<file path="src/rtl/eth_pkg.sv">
// Shared types and constants for the Ethernet TX framer.
package eth_pkg;

    typedef enum logic [2:0] {
        ST_IDLE,
        ST_HDR,
        ST_PAY,
        ST_PAD,
        ST_CSUM,
        ST_DONE
    } tx_state_t;

    localparam int ETH_HDR_WORDS         = 7;
    localparam int ETH_MIN_PAYLOAD_WORDS = 23;
    localparam int ETH_MAX_PAYLOAD_WORDS = 750;

    function automatic logic [15:0] ones_add16(
        input logic [15:0] a,
        input logic [15:0] b
    );
        logic [16:0] s;
        s = {1'b0, a} + {1'b0, b};
        return s[15:0] + {15'd0, s[16]};
    endfunction

endpackage

</file>
<file path="src/rtl/eth_tx_csum.sv">
// Ones' complement accumulator over payload words; result is the trailer word.
module eth_tx_csum
    import eth_pkg::*;
(
    input  logic        clk,
    input  logic        reset,
    input  logic        i_clr,
    input  logic        i_acc,
    input  logic [15:0] i_data,
    output logic [15:0] o_result
);

    logic [15:0] r_sum;

    always_ff @(posedge clk or posedge reset) begin
        if (reset) begin
            r_sum <= 16'd0;
        end else if (i_clr) begin
            r_sum <= 16'd0;
        end else if (i_acc) begin
            r_sum <= ones_add16(r_sum, i_data);
        end
    end

    assign o_result = ~r_sum;

endmodule

</file>
<file path="src/rtl/eth_tx_framer.sv">
// Ethernet II TX framer: header, FIFO payload, zero pad, optional checksum trailer.
// Optional trailer enabled by defining ETH_TX_CSUM_EN.
module eth_tx_framer
    import eth_pkg::*;
#(
    parameter int MAX_PAYLOAD_WORDS = ETH_MAX_PAYLOAD_WORDS,
    parameter int MIN_PAYLOAD_WORDS = ETH_MIN_PAYLOAD_WORDS
) (
    input  logic        clk,
    input  logic        reset,
    input  logic        start,
    input  logic [9:0]  len_words,
    input  logic [47:0] dst_mac,
    input  logic [47:0] src_mac,
    input  logic [15:0] ethertype,
    input  logic [15:0] fifo_q,
    input  logic        fifo_empty,
    output logic        fifo_rdreq,
    output logic [15:0] tx_data,
    output logic        tx_valid,
    input  logic        tx_ready,
    output logic        tx_sof,
    output logic        tx_eof,
    output logic        busy,
    output logic        done,
    output logic        len_err
);

    localparam logic [9:0] LP_MAX = 10'(MAX_PAYLOAD_WORDS);
    localparam logic [9:0] LP_MIN = 10'(MIN_PAYLOAD_WORDS);
    localparam logic [2:0] LP_HDR_LAST = 3'(ETH_HDR_WORDS - 1);

`ifdef ETH_TX_CSUM_EN
    localparam tx_state_t LP_BODY_NEXT = ST_CSUM;
    localparam logic      LP_BODY_EOF  = 1'b0;
`else
    localparam tx_state_t LP_BODY_NEXT = ST_DONE;
    localparam logic      LP_BODY_EOF  = 1'b1;
`endif

    tx_state_t   r_state;
    logic [2:0]  r_hdr_idx;
    logic [9:0]  r_cnt;
    logic [9:0]  r_len;
    logic [47:0] r_dst;
    logic [47:0] r_src;
    logic [15:0] r_type;
    logic [15:0] r_data;
    logic        r_valid;
    logic        r_sof;
    logic        r_eof;
    logic        r_busy;
    logic        r_done;
    logic        r_len_err;

    logic        w_adv;
    logic        w_hs;
    logic        w_pop;
    logic        w_start_ok;
    logic        w_pay_last;
    logic        w_pad_last;
    logic [15:0] w_hdr_word;

    // Output register may be refilled when empty or drained this cycle.
    assign w_adv      = !r_valid || tx_ready;
    assign w_hs       = r_valid && tx_ready;
    assign w_pop      = (r_state == ST_PAY) && !fifo_empty && w_adv;
    assign w_start_ok = (r_state == ST_IDLE) && start && (len_words <= LP_MAX);
    assign w_pay_last = (r_cnt + 10'd1 == r_len);
    assign w_pad_last = (r_cnt + 10'd1 == LP_MIN);

    always_comb begin
        w_hdr_word = r_type;
        unique case (r_hdr_idx)
            3'd1:    w_hdr_word = r_dst[31:16];
            3'd2:    w_hdr_word = r_dst[15:0];
            3'd3:    w_hdr_word = r_src[47:32];
            3'd4:    w_hdr_word = r_src[31:16];
            3'd5:    w_hdr_word = r_src[15:0];
            default: w_hdr_word = r_type;
        endcase
    end

`ifdef ETH_TX_CSUM_EN
    logic [15:0] w_csum;

    eth_tx_csum u_csum (
        .clk      (clk),
        .reset    (reset),
        .i_clr    (w_start_ok),
        .i_acc    (w_pop),
        .i_data   (fifo_q),
        .o_result (w_csum)
    );
`endif

    always_ff @(posedge clk or posedge reset) begin
        if (reset) begin
            r_state   <= ST_IDLE;
            r_hdr_idx <= 3'd0;
            r_cnt     <= 10'd0;
            r_len     <= 10'd0;
            r_dst     <= 48'd0;
            r_src     <= 48'd0;
            r_type    <= 16'd0;
            r_data    <= 16'd0;
            r_valid   <= 1'b0;
            r_sof     <= 1'b0;
            r_eof     <= 1'b0;
            r_busy    <= 1'b0;
            r_done    <= 1'b0;
            r_len_err <= 1'b0;
        end else begin
            r_done    <= 1'b0;
            r_len_err <= 1'b0;
            if (w_hs) begin
                r_valid <= 1'b0;
                r_sof   <= 1'b0;
                r_eof   <= 1'b0;
            end
            unique case (r_state)
                ST_IDLE: begin
                    if (start && !w_start_ok) begin
                        r_len_err <= 1'b1;
                    end else if (w_start_ok) begin
                        r_len     <= len_words;
                        r_dst     <= dst_mac;
                        r_src     <= src_mac;
                        r_type    <= ethertype;
                        r_busy    <= 1'b1;
                        r_valid   <= 1'b1;
                        r_data    <= dst_mac[47:32];
                        r_sof     <= 1'b1;
                        r_eof     <= 1'b0;
                        r_hdr_idx <= 3'd1;
                        r_cnt     <= 10'd0;
                        r_state   <= ST_HDR;
                    end
                end
                ST_HDR: begin
                    if (w_adv) begin
                        r_valid   <= 1'b1;
                        r_data    <= w_hdr_word;
                        r_sof     <= 1'b0;
                        r_eof     <= 1'b0;
                        r_hdr_idx <= r_hdr_idx + 3'd1;
                        if (r_hdr_idx == LP_HDR_LAST) begin
                            if (r_len != 10'd0) begin
                                r_state <= ST_PAY;
                            end else if (LP_MIN != 10'd0) begin
                                r_state <= ST_PAD;
                            end else begin
                                r_eof   <= LP_BODY_EOF;
                                r_state <= LP_BODY_NEXT;
                            end
                        end
                    end
                end
                ST_PAY: begin
                    if (w_pop) begin
                        r_valid <= 1'b1;
                        r_data  <= fifo_q;
                        r_sof   <= 1'b0;
                        r_eof   <= 1'b0;
                        r_cnt   <= r_cnt + 10'd1;
                        if (w_pay_last) begin
                            if (r_len < LP_MIN) begin
                                r_state <= ST_PAD;
                            end else begin
                                r_eof   <= LP_BODY_EOF;
                                r_state <= LP_BODY_NEXT;
                            end
                        end
                    end
                end
                ST_PAD: begin
                    if (w_adv) begin
                        r_valid <= 1'b1;
                        r_data  <= 16'd0;
                        r_sof   <= 1'b0;
                        r_eof   <= 1'b0;
                        r_cnt   <= r_cnt + 10'd1;
                        if (w_pad_last) begin
                            r_eof   <= LP_BODY_EOF;
                            r_state <= LP_BODY_NEXT;
                        end
                    end
                end
`ifdef ETH_TX_CSUM_EN
                ST_CSUM: begin
                    if (w_adv) begin
                        r_valid <= 1'b1;
                        r_data  <= w_csum;
                        r_sof   <= 1'b0;
                        r_eof   <= 1'b1;
                        r_state <= ST_DONE;
                    end
                end
`endif
                // Waits for the eof handshake, then holds one cycle for done.
                ST_DONE: begin
                    if (r_done) begin
                        r_state <= ST_IDLE;
                    end else if (w_hs) begin
                        r_done <= 1'b1;
                        r_busy <= 1'b0;
                    end
                end
                default: r_state <= ST_IDLE;
            endcase
        end
    end

    assign fifo_rdreq = w_pop;
    assign tx_data    = r_data;
    assign tx_valid   = r_valid;
    assign tx_sof     = r_sof;
    assign tx_eof     = r_eof;
    assign busy       = r_busy;
    assign done       = r_done;
    assign len_err    = r_len_err;

endmodule

</file>
<file path="config.mk">
export PLATFORM = sky130hd
export DESIGN_NAME = eth_tx_framer
export DESIGN_NICKNAME = d
export VERILOG_FILES = /design/src/rtl/eth_pkg.sv /design/src/rtl/eth_tx_csum.sv /design/src/rtl/eth_tx_framer.sv
export SDC_FILE = /design/constraint.sdc
export NUM_CORES = 1
export LEC_CHECK = 0
export BUFFER_PORTS_ARGS = -buffer_cell sky130_fd_sc_hd__buf_2
export CAP_MARGIN = 5
export CORE_UTILIZATION = 55
export DETAILED_ROUTE_END_ITERATION = 12
export PLACE_DENSITY_LB_ADDON = 0.25
export SYNTH_ARGS = -nofsm -noshare
export SYNTH_HDL_FRONTEND = slang
export SYNTH_SLANG_ARGS = --single-unit
</file>
<file path="constraint.sdc">
create_clock -name clk -period 5.9 [get_ports clk]
set_clock_uncertainty 0.1 [all_clocks]
set_input_delay 1.18 -clock clk [delete_from_list [all_inputs] [get_ports clk]]
set_output_delay 1.18 -clock clk [all_outputs]
set_load 0.05 [all_outputs]
</file>
# After elaboration in Yosys (flattened, before gate mapping)
# Index checks and enable logic that the tools add are counted.
[totals]
output_inout_bits = 23
elab_cells = 123
regBits = 144
in_bits = 143
[op_classes]
n_addsub = 2
mux = 58
n_reduce_logical = 23
order_cmp = 2
eq_ne = 23
bitwise = 1
[ops]
columns = ["op", "n"]
rows = [
  ["$mux 16", 5],
  ["$pmux 16 s5", 1],
  ["$pmux 16 s4", 1],
  ["$mux 10", 4],
  ["$mux 3", 11],
  ["$pmux 10 s3", 1],
  ["$mux 1", 29],
  ["$ne 2x2->1 const B", 11],
  ["$pmux 3 s5", 1],
  ["$eq 3x2->1 const B", 4],
  ["$eq 3x3->1 const B", 4],
  ["$add 10x1->10 const B", 1],
  ["$eq 10x10->1", 1],
  ["$eq 10x5->1 const B", 1],
  ["$le 10x10->1 const B", 1],
  ["$lt 10x5->1 const B", 1],
  ["$reduce_and 5->1", 2],
  ["$reduce_bool 10->1", 1],
  ["$reduce_and 9->1", 1],
  ["$eq 3x1->1 const B", 2],
  ["$logic_and 1x1->1", 6],
  ["$pmux 1 s3", 2],
  ["$pmux 3 s2", 1],
  ["$reduce_and 6->1", 1],
  ["other kinds (13)", 16],
]

# Depth between registers and ports, before layout
# Gate-level depths: netlist of the first run.
[logic_depth]
word_depth = 7
ltp_mapped = 10
depth_no_buf = 8

# Worst setup path after synthesis of the first run
# OpenSTA, ideal clock, no wires.
[synth_path]
path_type = "input port to output port"
startpoint = "in tx_ready"
endpoint = "out fifo_rdreq"
arrival_time_ns = 1.805
required_ns = 4.620
setup_slack_ns = 2.815
stages = 3
path_buffers = 0
path_cell_list = "nand2b_1 nand3b_1 inv_1"
[synth_via]
elab_chain_len = 2
[synth_lines]
columns = ["item", "line", "rtl"]
rows = [
  ["start: declaration", "eth_tx_framer.sv:21", "input logic tx_ready,"],
  ["$logic_or 1x1->1", "eth_tx_framer.sv:65", "assign w_adv = !r_valid || tx_ready;"],
  ["$logic_and 1x1->1", "eth_tx_framer.sv:67", "assign w_pop = (r_state == ST_PAY) && !fifo_empty && w_adv;"],
  ["end: declaration", "eth_tx_framer.sv:18", "output logic fifo_rdreq,"],
]
# Every way passes these cells.

# Final worst setup path of the first run
[layout_path]
startpoint = "reg r_state[1]"
endpoint = "out fifo_rdreq"
[layout_via]
elab_chain_len = 3
[layout_lines]
columns = ["item", "line", "rtl"]
rows = [
  ["start: declaration", "eth_tx_framer.sv:41", "tx_state_t r_state;"],
  ["start signal: assignment", "eth_tx_framer.sv:99", "r_state <= ST_IDLE;"],
  ["start signal: assignment", "eth_tx_framer.sv:137", "r_state <= ST_HDR;"],
  ["start signal: assignment", "eth_tx_framer.sv:149", "r_state <= ST_PAY;"],
  ["$eq 3x2->1", "eth_tx_framer.sv:67", ""],
  ["$logic_and 1x1->1 (2 in a row)", "eth_tx_framer.sv:67", ""],
]
# Every way passes these cells.

==> results.txt, run 1 <==
status -> finished clean
Total Power -> 3.999 mW
Worst Path Max Fanout -> 23
Yosys Warn Count -> 0
routability cong. -> 0.8927
Via density -> 5.699
placed insts -> 1141
total CTS buffers -> 17
Pleak -> 4.381 nW
Pwr Density -> 457.5 mW/mm²
final hold vios -> 0
fin cells -> 1174
setup violators final -> 0
Worst Path Arrival -> 2.19 ns
Die W -> 117.2 µm
max cap viols -> 0
Starting Density -> 57.18%
final HPWL from detailed placement -> 13300 µm
Post-synth ARST share -> 100.0%
setup bufs post-CTS -> 0
Syn Area/Cell -> 8.472 µm²
row count -> 41
crit end category -> output port
fillcell total -> 1047
WL final -> 19570 µm
VDD IR max -> 0.0002533 V
Post-route DRC -> 0
cts hold-fix bufs -> 0
#FFs+latches synth -> 144
setup TNS -> 0 ns
CTS sink cnt -> 144
RSZ-0062 raised after global routing -> false
Clock Power Share -> 27.9%
die footprint -> 0.01374 mm²
DRT iter0 DRCs -> 721
syn_nets -> 1012
worst rel slew slack -> 19.71%
combinational share of power -> 29.9%
Switching Fraction -> 36.56%
final core occ -> 68.43%
slowest stage cell, crit path -> dfrtp_1
Int Pwr -> 2.537 mW
GRT Util Overall -> 30.11%
clock buffer depth -> 2
PostCTS Resize Cnt -> 0
max-slew violation count -> 0
area grow syn2layout -> 19.68%
clk root buf -> clkbuf_16
die height -> 117.2 µm
Final Critical Period -> 3.470 ns
Post-synth EDFFs -> 0
Req. time, crit path -> 4.62 ns
vias in the first global route -> 6089
Final period util -> 58.81%
Net Sw Power -> 1.462 mW
worst path cell trace -> nand2b_1 > nor2_1 > nand3b_1 > inv_1 > buf_2
Reg clk slew, reported paths -> 0.06 ns
post-synthesis cell count -> 862
H-tree depth -> 4
Max Clk Rate -> 0.2882 GHz
placed cell area -> 0.008112 mm²
crit path kind -> reg -> out
initial antenna violation count -> 0
worst-margin pin slew -> 1.198 ns
register area share after synthesis -> 49.34%
vias -> 6691
sequential share of power -> 42.3%
max incr delay on CP -> 0.84 ns
startpoint types -> flip-flop
latest clock arrival within the worst-skew pair -> 0.42 ns
wire per inst -> 16.67 µm
Post-Syn Area -> 0.007303 mm²
share of layout cells above drive strength 1 -> 21.86%
pin count of the biggest net entering global routing -> 113
worst hold path class -> reg -> reg
first-pass GRT wire length -> 30970 µm
post-synth cell types -> 65
ANT cells -> 0
post-route antenna net violation count -> 0
Final nets -> 1139
CTS tree -> yes
drt pass-1 iters -> 5
Most used DFF post-synth -> dfrtp_1
I/O Pins -> 166
Finished Cell Area -> 0.008741 mm²
core area -> 0.01277 mm²
IO buf count -> 165
gr ovfl total -> 0
layout by cell type, fill, tap and decap left out, types with 3 or more instances in the layout:
cell type  count
o211ai_1      17
o2bb2ai_1      8
xnor2_1       10
nor2_1        39
a222oi_1      24
nor4_1         5
ha_1           7
nand3b_1       3
o21ai_0       15
buf_4          5
a21oi_1       25
or4_1          4
nand3_1        8
buf_2        165
a22oi_1       24
a221oi_1       8
inv_1          9
nand2b_1       7
o211a_1        3
nand2_1      370
clkinv_4       3
o31ai_1        4
a31oi_1        5
a21o_1         3
dfrtp_1      144
clkbuf_16     17
nor3_1         6
inv_6          3
bufinv_16      3
and2_1         4
layer usage:
layer  track usage (%)  up-vias  routed length [µm]
li1                  -     3209                   -
met1             42.03     3167                8525
met2             45.69      284                9004
met3             7.518       31                1580
met4             10.97        0                 459
met5                 0        -                   0
power groups by stage:
stage          Clock, mW  Sequential, mW  Combinational (mW)
2_1_floorplan          0            1.65               0.854
3_3_place_gp           0            1.67                1.15
3_5_place_dp           0            1.69                1.17
4_1_cts             1.12            1.68                1.19
5_1_grt             1.17            1.74                1.34
6_report            1.11            1.69                1.20
per-stage QoR:
stage / hold WS [ns] / worst slack, ns
after global routing: 0.3939 / 2.282
final: 0.3743 / 2.430
after floorplan: 0.3446 / 0.7537
after CTS: 0.3767 / 2.427
after global placement: 0.3562 / 2.436
after detailed placement: 0.3618 / 2.288
cell usage after synthesis (2+ instances only):
master     instances  area, µm²
a211o_1            2      17.52
a21o_1             3      22.52
a21oi_1           25      125.1
a221oi_1           8      70.07
a222oi_1          24      240.2
a22o_1             2      17.52
a22oi_1           24      180.2
a311oi_1           2      17.52
a31oi_1            5      31.28
and2_1             4      25.02
and4_1             2      17.52
buf_1              4      15.01
buf_2             11      55.05
buf_4              7      52.55
buf_6              2      22.52
clkbuf_1          38      142.6
dfrtp_1          144       3603
ha_1               7      87.58
inv_1             10      37.54
mux2i_1            2      20.02
nand2_1          370       1389
nand2b_1           7      43.79
nand3_1            9      45.04
nand3b_1           3      22.52
nor2_1            39      146.4
nor2b_1            2      12.51
nor3_1             6      30.03
nor3_2             2      20.02
nor4_1             5      31.28
o2111ai_1          2      17.52
o211a_1            3      30.03
o211ai_1          17      127.6
o21a_1             2      15.01
o21ai_0           15      75.07
o22ai_1            2      12.51
o2bb2ai_1          8      70.07
o31ai_1            4      30.03
or4_1              4      30.03
xnor2_1           10      87.58
state kept, by name, summed over array words and instances, names as in the netlist:
name	cells
tx_eof	1
r_hdr_idx	3
r_state	3
tx_valid	1
done	1
r_type	16
busy	1
r_dst	32
len_err	1
r_cnt	10
tx_sof	1
r_src	48
tx_data	16
r_len	10
final timing paths:
check,from,endpoint,slack [ns],cells after the start
max in group asynchronous,reset,tx_data[2]$_DFFE_PP0P_,3.81,3
hold / removal,r_src[20]$_DFFE_PP0P_,r_src[20]$_DFFE_PP0P_,0.37,2
setup / recovery,r_state[1]$_DFFE_PP0P_,fifo_rdreq,2.43,5
setup reg to reg,r_hdr_idx[2]$_DFFE_PP0P_,tx_data[5]$_DFFE_PP0P_,2.53,7
hold reg to reg,r_src[20]$_DFFE_PP0P_,r_src[20]$_DFFE_PP0P_,0.37,2
min in group asynchronous,reset,r_src[38]$_DFFE_PP0P_,0.89,2
critical path: cells and delay by family, from the launching register on:
kind | cells | cell delay [ns]
AND/OR/NAND/NOR | 3 | 0.57
flip-flops | 1 | 0.84
buffers and inverters | 2 | 0.36
area by class of cell:
type	count	area [µm²]	share of cell area (%)
clock inverters	11	153.9	1.761
clock buffers	21	460.4	5.268
multi-input cells	644	3383	38.71
repair buffers	171	878.3	10.05
well taps	172	215.2	2.462
flip-flops and latches	144	3603	41.23
inverters	11	46.29	0.5296
kinds of logic after synthesis:
| kind of cell | count (synthesis) | share of synthesized area [%] |
|---|---|---|
| buffers and inverters | 74 | 4.608 |
| adders and majority gates | 7 | 1.199 |
| DFF | 144 | 49.34 |
| xor gates and xnor gates | 11 | 1.319 |
| muxes | 2 | 0.2741 |
| AOI/OAI and AO/OA | 161 | 17.05 |
| and+or+nand+nor | 463 | 26.21 |
No activity file was read; power rests on OpenSTA's default activity.
==> run 2: changes to the inputs <==
Clock period 5.9 ns to 3.2 ns, I/O delays scaled along.
==> run 2 against run 1 <==
Hold slack worse by 0.071 ns. Sequential power grew 87%. Final cell count grew 1.2%. Clock power grew 84%. Core utilization rose by 1.0 points. Clock-buffer cell count is 1 lower.
==> results.txt, run 2 (synthesis results as in run 1) <==
slowest stage cell, crit path -> a2111oi_4
max-slew violation count -> 0
Die W -> 117.2 µm
VDD IR max -> 0.0004796 V
Top cell by count, worst path -> ha_1
Total Power -> 7.431 mW
area grow syn2layout -> 21.43%
die footprint -> 0.01374 mm²
Final period util -> 88.59%
setup TNS -> 0 ns
share of layout cells above drive strength 1 -> 22.96%
Worst Path Max Fanout -> 17
max incr delay on CP -> 1.00 ns
wire per inst -> 17.42 µm
pin count of the biggest net entering global routing -> 85
CTS tree -> yes
Req. time, crit path -> 3.44 ns
Reg clk slew, reported paths -> 0.06 ns
vias -> 6935
Starting Density -> 57.18%
Worst Path Arrival -> 3.08 ns
fillcell total -> 1011
Max Clk Rate -> 0.3527 GHz
WHS -> 0.3036 ns
vias in the first global route -> 6196
Biggest register -> r_src
CP Buf/Inv Count -> 0
Post-route DRC -> 0
Finished Cell Area -> 0.008869 mm²
WL final -> 20700 µm
core area -> 0.01277 mm²
max cap viols -> 0
final core occ -> 69.43%
clk root buf -> clkbuf_16
max reg flops -> 48
clock buffer depth -> 2
worst rel slew slack -> 33.06%
crit end category -> flip-flop
most common cell after layout, fill and taps aside -> nand2_1
die height -> 117.2 µm
Final Critical Period -> 2.835 ns
gr ovfl total -> 0
delay-heaviest family, CP -> compound AO/OA/AOI/OAI gates
worst path cell trace -> ha_1 > ha_1 > a2111oi_4 > nand2_1 > o211ai_1 > a222oi_1 > a21oi_1
cts hold-fix bufs -> 0
setup bufs post-CTS -> 0
Via density -> 5.838
Pwr Density -> 837.9 mW/mm²
Pleak -> 4.455 nW
GRT Util Overall -> 31.91%
status -> finished clean
placed cell area -> 0.008253 mm²
total CTS buffers -> 17
post-route antenna net violation count -> 0
I/O Pins -> 166
worst-margin pin slew -> 1.004 ns
PostCTS Resize Cnt -> 0
worst hold path class -> in -> reg
final HPWL from detailed placement -> 14330 µm
drt pass-1 iters -> 6
final hold vios -> 0
Final nets -> 1152
CTS sink cnt -> 144
Regs by FF count -> r_src x48, r_dst x32
row count -> 41
startpoint types -> flip-flop
RSZ-0062 raised after global routing -> false
latest clock arrival within the worst-skew pair -> 0.42 ns
initial antenna violation count -> 1
most frequent cells in the layout -> nand2_1 (370), buf_2 (165), dfrtp_1 (144)
first-pass GRT wire length -> 32400 µm
IO buf count -> 165
routability cong. -> 0.8645
setup violators final -> 0
DRT iter0 DRCs -> 943
H-tree depth -> 4
crit path kind -> reg -> reg
run 2: final timing paths:
| kind | start | endpoint | slack (ns) | depth (start not counted) |
|---|---|---|---|---|
| max | r_hdr_idx[0]$_DFFE_PP0P_ | tx_data[0]$_DFFE_PP0P_ | 0.36 | 7 |
| min | dst_mac[23] | r_dst[23]$_DFFE_PP0P_ | 0.30 | 3 |
| max reg2reg | r_hdr_idx[0]$_DFFE_PP0P_ | tx_data[0]$_DFFE_PP0P_ | 0.36 | 7 |
| min reg2reg | r_src[47]$_DFFE_PP0P_ | r_src[47]$_DFFE_PP0P_ | 0.37 | 2 |
| max in group asynchronous | reset | r_src[4]$_DFFE_PP0P_ | 1.93 | 3 |
| min in group asynchronous | reset | r_src[25]$_DFFE_PP0P_ | 0.32 | 2 |
run 2: routing by layer:
layer  global-route usage [%]  part of all wire [%]  vias up
met5                        0                     0        -
met4                    12.32                   2.3        0
met3                    9.114                   9.6       35
met2                    45.53                    44      372
met1                    46.03                    44     3283
li1                         -                     -     3245
run 2: layout make-up:
| type | instances | area (µm²) | share of cell area, % |
|---|---|---|---|
| inverters | 11 | 45.04 | 0.5079 |
| clock inverters | 12 | 156.4 | 1.764 |
| multi-input cells | 644 | 3383 | 38.15 |
| repair buffers | 184 | 1006 | 11.34 |
| clock buffers | 20 | 456.7 | 5.150 |
| diodes | 1 | 2.502 | 0.02822 |
| flip-flops and latches | 144 | 3603 | 40.63 |
| well taps | 172 | 215.2 | 2.427 |
run 2: power breakdown:
| part | switching, mW | internal (mW) |
|---|---|---|
| combinational | 1.35 | 0.882 |
| sequential | 0.609 | 2.55 |
| clock | 0.768 | 1.27 |
run 2: per-stage QoR:
| step | setup slack, ns | instances |
|---|---|---|
| global route | 0.1894 | 1188 |
| floorplan | 0.6550 | 862 |
| global placement | 0.5330 | 1155 |
| finish | 0.3650 | 1188 |
| CTS | 0.3796 | 1187 |
| detailed placement | 0.4478 | 1155 |
run 2: tightest hold or removal path, cell delays in order:
cell,delay [ns]
buf_2,0.07
nand2_1,0.04
nand2_1,0.04
